==> src/rtl/log_pkg.sv <==
// Shared constants and types for the log datapath (range reduction, log core, recombiner).
package log_pkg;

  // Q3.12 fixed-point format
  localparam int unsigned FRAC_BITS = 12;
  localparam logic [15:0] ONE_Q     = 16'h1000;
  // ln(2) in Q3.12, used by the recombiner: ln(x) = ln(m) + k*ln2
  localparam logic [15:0] LN2_Q     = 16'h0B17;

  // Width of the signed exponent k
  localparam int unsigned KW_BITS = 5;

  typedef enum logic [1:0] {
    StIdle = 2'd0,
    StNorm = 2'd1,
    StDone = 2'd2
  } rr_state_e;

endpackage

==> src/rtl/log_range_reduce.sv <==
// Range reduction ahead of the log unit: normalises a positive Q3.12 operand x to m*2^k with
// m in [1,2), one shift per cycle, and returns (m-1) in Q3.12 plus the signed exponent k.
module log_range_reduce
  import log_pkg::*;
#(
  parameter int unsigned WIDTH = 16,
  parameter int unsigned FRAC  = FRAC_BITS,
  parameter int unsigned KW    = KW_BITS
) (
  input  logic                 CLK,
  input  logic                 RST,
  input  logic [WIDTH-1:0]     in_data,
  input  logic                 in_valid,
  output logic                 in_ready,
  output logic [WIDTH-1:0]     out_m1,
  output logic signed [KW-1:0] out_k,
  output logic                 out_err,
  output logic                 out_valid,
  input  logic                 out_ready
);

  rr_state_e             state_q, state_d;
  logic [WIDTH-1:0]      work_q, work_d;
  logic signed [KW-1:0]  k_q, k_d;
  logic [WIDTH-1:0]      m1_q, m1_d;
  logic signed [KW-1:0]  ko_q, ko_d;
  logic                  err_q, err_d;

  logic ge_two;
  logic lt_one;
  logic bad_operand;

  // Magnitude classification of the working value and of the incoming operand
  always_comb begin
    ge_two      = |work_q[WIDTH-2:FRAC+1];
    lt_one      = ~|work_q[WIDTH-2:FRAC];
    bad_operand = in_data[WIDTH-1] | (in_data == '0);
  end

  // Next-state logic: accept in IDLE, one normalisation step per cycle in NORM, hold in DONE
  always_comb begin
    state_d = state_q;
    work_d  = work_q;
    k_d     = k_q;
    m1_d    = m1_q;
    ko_d    = ko_q;
    err_d   = err_q;
    unique case (state_q)
      StIdle: begin
        if (in_valid) begin
          if (bad_operand) begin
            // ln undefined: report immediately without normalising
            err_d   = 1'b1;
            m1_d    = '0;
            ko_d    = '0;
            state_d = StDone;
          end else begin
            work_d  = in_data;
            k_d     = '0;
            state_d = StNorm;
          end
        end
      end
      StNorm: begin
        if (ge_two) begin
          work_d = work_q >> 1;
          k_d    = k_q + KW'(1);
        end else if (lt_one) begin
          work_d = work_q << 1;
          k_d    = k_q - KW'(1);
        end else begin
          m1_d    = {{(WIDTH-FRAC){1'b0}}, work_q[FRAC-1:0]};
          ko_d    = k_q;
          err_d   = 1'b0;
          state_d = StDone;
        end
      end
      StDone: begin
        if (out_ready) begin
          state_d = StIdle;
        end
      end
      default: state_d = StIdle;
    endcase
  end

  // State and result registers; reset aborts any in-flight operation
  always_ff @(posedge CLK or negedge RST) begin
    if (!RST) begin
      state_q <= StIdle;
      work_q  <= '0;
      k_q     <= '0;
      m1_q    <= '0;
      ko_q    <= '0;
      err_q   <= 1'b0;
    end else begin
      state_q <= state_d;
      work_q  <= work_d;
      k_q     <= k_d;
      m1_q    <= m1_d;
      ko_q    <= ko_d;
      err_q   <= err_d;
    end
  end

  // Handshake flags are pure state decodes so they can never both be high
  always_comb begin
    in_ready  = (state_q == StIdle);
    out_valid = (state_q == StDone);
    out_m1    = m1_q;
    out_k     = ko_q;
    out_err   = err_q;
  end

endmodule

==> config.mk <==
export PLATFORM = sky130hd
export DESIGN_NAME = log_range_reduce
export DESIGN_NICKNAME = d
export VERILOG_FILES = /design/src/rtl/log_pkg.sv /design/src/rtl/log_range_reduce.sv
export SDC_FILE = /design/constraint.sdc
export NUM_CORES = 1
export LEC_CHECK = 0
export CAP_MARGIN = 20
export CORE_UTILIZATION = 40
export DETAILED_ROUTE_END_ITERATION = 8
export PLACE_DENSITY = 0.65
export RECOVER_POWER = 100
export SYNTH_ARGS = -nofsm -noshare
export SYNTH_HDL_FRONTEND = slang
export SYNTH_SLANG_ARGS = --single-unit
==> constraint.sdc <==
create_clock -name CLK -period 5.9 [get_ports CLK]
set_input_delay 1.18 -clock CLK [delete_from_list [all_inputs] [get_ports CLK]]
set_output_delay 1.18 -clock CLK [all_outputs]
set_load 0.01 [all_outputs]
Word level (Yosys, flattened, before mapping)

Index checks and enable logic that the tools add are counted.

Register bits: 45

Reductions and logical operators: 8
Eq/ne operators: 9
Multiplexer cells: 31
Bitwise logic cells: 1
Add/subtract/negate cells: 2

Operator list:

| cell                | number |
|---|---|
| $mux 16             | 8 |
| $pmux 16 s2         | 2 |
| $mux 5              | 8 |
| $pmux 5 s2          | 2 |
| $logic_not 16->1    | 1 |
| $mux 2              | 5 |
| $ne 2x2->1 const B  | 4 |
| $reduce_and 4->1    | 2 |
| $pmux 2 s3          | 1 |
| $add 5x2->5 const B | 1 |
| $reduce_and 5->1    | 1 |
| $sub 5x2->5 const B | 1 |
| $mux 1              | 4 |
| $ne 2x1->1 const B  | 2 |
| $ne 3x3->1 const B  | 1 |
| $reduce_or 3->1     | 1 |
| $eq 2x1->1 const B  | 1 |
| $eq 2x2->1 const B  | 1 |
| $logic_not 2->1     | 1 |
| $pmux 1 s2          | 1 |
| $reduce_bool 2->1   | 1 |
| $reduce_or 2->1     | 1 |
| $or 1x1->1          | 1 |

Logic depth before layout (Yosys ltp)

Depth after elaboration: 5
Gate-level depth with buffers: 8

Worst setup path after synthesis

No wires, ideal clock.

Path type: in2reg
From: in in_data[8]
To: reg work_q[10]
Buffers on the path: 1
Path slack: 2870 ps
Data arrival time: 2905 ps
Stages: 6
Setup time: 125 ps
Cell sequence: or4_4 -> o41a_1 -> a21oi_2 -> inv_2 -> buf_6 -> mux2_4

Cells in the longest elaborated chain, start to end: 4

RTL lines:

| item                              | RTL line               | RTL |
|---|---|---|
| start: declaration                | log_range_reduce.sv:12 | `input logic [WIDTH-1:0] in_data,` |
| $logic_not 16->1                  | log_range_reduce.sv:37 | `bad_operand = in_data[WIDTH-1] \| (in_data == '0);` |
| $or 1x1->1                        | log_range_reduce.sv:37 |  |
| $ne 2x2->1 (no source line)       | --                     |  |
| $reduce_and 4->1 (no source line) | --                     |  |
| end signal: assignment            | log_range_reduce.sv:98 | `work_q <= work_d;` |
| end: declaration                  | log_range_reduce.sv:23 | `logic [WIDTH-1:0] work_q, work_d;` |

Every way passes these cells.
A chain may end at the register's enable or synchronous reset.

Final worst setup path

From: in in_data[3]
To: reg work_q[8]

Same word-level chain as after synthesis.

==> summary.md <==
| Metric | Value |
|---|---|
| Outcome | `finished, violations left` |
| Failing checks | `max-capacitance violations, max-slew violations` |
| Top Ports | `44` |
| End-of-flow core utilization | `53.7%` |
| Pins Over Slew Limit | `42` |
| Tmin final | `3.81 ns` |
| Clock buffer count from CTS | `5` |
| DR iter-0 viols | `65` |
| FF-to-FF path depth | `5` |
| Rel. slew slack | `-41.6%` |
| # Post-CTS Setup Buffers | `0` |
| Die Width | `73.8 um` |
| CP startpoint | `in_data[3]` |
| Post-synth cell types | `46` |
| Die area | `5440 um^2` |
| Reg2reg setup slack | `3.05 ns` |
| HP Start | `out_k[3]` |
| R2R Path End | `work_q[0]` |
| Worst vdd rail ir drop | `0.000257 V` |
| Cell area after layout | `2610 um^2` |
| Main synth FF type | `dfrtp_1` |
| Layout area overhead | `26.5%` |
| Starting density of the core | `42.5%` |
| CP Launch Type | `input port` |
| Synth Warn # | `0` |
| Post_cts resized | `0` |
| WL final | `4.49 mm` |
| Largest cells by area after synthesis | `dfrtp_1, a22o_1, mux2i_1, mux2_4, o21ai_0` |
| Synth top area share | `49.8%` |
| CP max stage cell | `or4_1` |
| Crit Path Class | `input port to flop` |
| Layout cells sized above 1 | `8.81%` |
| Pre-Repair DR Iteration Count | `5` |
| Crit. End Element | `flop` |
| Setup TNS | `0 ns` |
| DRC | `0` |
| Post-synth ARST share | `100%` |
| Largest area contributor in the synthesized netlist | `dfrtp_1` |
| GRT Resource Usage Total | `18.6%` |
| Avg Cell Area, Syn | `11.1 um^2` |
| Post-route setup slack | `2.09 ns` |
| CTS tree | `built` |
| Pleak | `1.19 nW` |
| Post-synthesis simple-gate area fraction | `11.0%` |
| H-Tree Depth | `2` |
| Synth Area in XOR/XNOR | `0.425%` |
| CP max stage delay | `0.60 ns` |
| Mapped Cells | `186` |
| Max Freq | `0.263 GHz` |
| Commonest cells after routing, fill and taps aside | `dfrtp_1, dlygate4sd3_1, a22o_1` |
| Clock Skew | `0.00667 ns` |
| Largest family of logic cells by synthesized area | `compound AO/OA/AOI/OAI gates` |
| Pwr per Cell Area | `556 nW/um^2` |
| Period Utilization, post-route | `64.5%` |
| Hold EP | `out_k[3]` |
| Critical-path cell list | `dlygate4sd3_1 > or4_1 > o41a_1 > a21oi_1 > inv_1 > mux2_1` |
| Ant. Diodes | `0` |
| Most common cell after layout, fill and taps aside | `dfrtp_1` |
| Max FO, Critical Path | `17` |
| Post-CTS Hold Buffers | `0` |
| Worst-Margin Slew | `2.12 ns` |
| Routability cong. | `0.777` |
| Vias in the first global route | `1518` |
| Worst-path clk slew | `0.08 ns` |
| Post-layout net count | `247` |
| WL/cell | `15.3 um` |
| Final setup violating endpoints | `0` |
| Dpl hpwl | `3.31 mm` |
| RSZ-0062 raised after global routing | `no` |
| Final Power | `0.00145 W` |
| Crit path required time | `6.08 ns` |
| Port bufs | `39` |
| CTS Root Cell | `clkbuf_8` |
| DIE HEIGHT | `73.8 um` |
| Sequential area share after synthesis | `49.8%` |
| Max-cap violation count | `1` |
| Antenna Nets Post-Route | `0` |
| Number of synthesized flops with an enable pin | `0` |
| Core area | `4850 um^2` |
| Clock Sinks | `41` |
| Reg2Reg Launch Point | `state_q[1]` |
| Final Hold Viols | `0` |
| Aggregate global routing overflow | `0` |
| First-pass GRT wire length | `7.65 mm` |
| Post-synthesis cell area | `2060 um^2` |
| Worst Path Arrival | `3.98 ns` |
| Clk Latency, worst-skew pair | `0.29 ns` |
| Worst Hold Class | `flop to flop` |
| Max Root-Sink Buffers | `2` |
| Via count | `1578` |
| Antenna violations before repair | `0` |
| Yosys reg bits | `41` |
| FP Rows | `25` |
| Pin count of the biggest net entering global routing | `42` |
| Synth Area in Compound Gates | `19.6%` |
| DP Area | `2500 um^2` |
| Synth Area in Adders | `0.608%` |
| Hold depth | `1` |
| Mux cell area share after synthesis | `14.5%` |
| DP Worst Slack | `2.25 ns` |
| Via density | `5.37` |
synthesized netlist by cell type (3+ instances only):
master	count
mux2i_1	13
a21oi_1	5
dfrtp_1	41
nand2_1	16
a31oi_1	3
nor2_1	9
buf_4	4
clkbuf_1	6
a22o_1	18
mux2_2	5
mux2_4	6
o21ai_0	16
worst max path at each step:
stage	end	slack, ns	depth (start not counted)
2_1_floorplan	work_q[10]	2.87	6
3_3_place_gp	work_q[11]	2.25	6
3_5_place_dp	work_q[11]	2.25	6
4_1_cts	work_q[11]	2.56	6
5_1_grt	work_q[8]	1.95	6
6_report	work_q[8]	2.09	6
logic make-up (layout without fill, tap and decap cells):
family	count (synthesis)	count (layout)
compound gates	57	57
simple gates	44	44
flops	41	41
mux	26	26
buf+inv	15	53
fa+ha+maj	1	1
other cells	1	4
xor+xnor	1	1
worst max-delay path: cells and delay by family:
| family | cells | cell delay (ns) |
|---|---|---|
| compound gates | 2 | 0.80 |
| buf+inv | 2 | 0.96 |
| simple gates | 1 | 0.60 |
| mux | 1 | 0.44 |
state kept, by name, indices dropped and copies added (netlist names):
name and cells:
k_q 5, out_k 5, state_q 2, out_err 1, work_q 16, out_m1 12
metal layers:
layer / vias to the layer above / global-route usage (%) / wire (um)
met3: 6 / 3.98 / 185
li1: 767 / - / -
met2: 47 / 28.6 / 2100
met4: 0 / 5.13 / 51
met5: - / 0 / 0
met1: 758 / 26.5 / 2160
report_power, final:
group	total (W)	switching, W	internal [W]
registers	0.000532	0.000124	0.000408
clock network	0.000269	0.0000991	0.000170
logic	0.000646	0.000328	0.000319
per-stage QoR:
| stage | hold WS, ns | cells |
|---|---|---|
| 2_1_floorplan | 0.454 | 189 |
| 3_3_place_gp | 0.474 | 285 |
| 3_5_place_dp | 0.485 | 286 |
| 4_1_cts | 0.503 | 294 |
| 5_1_grt | 0.518 | 294 |
| 6_report | 0.500 | 294 |
final cells by class:
class	instances	area, um^2
Clock inverter	3	68.8
Timing Repair Buffer	42	407
Inverter	3	11.3
Tap cell	67	83.8
Multi-Input combinational cell	133	940
Fill cell	432	2240
Sequential cell	41	1030
Clock buffer	5	68.8
(Power assumes the default switching activity.)
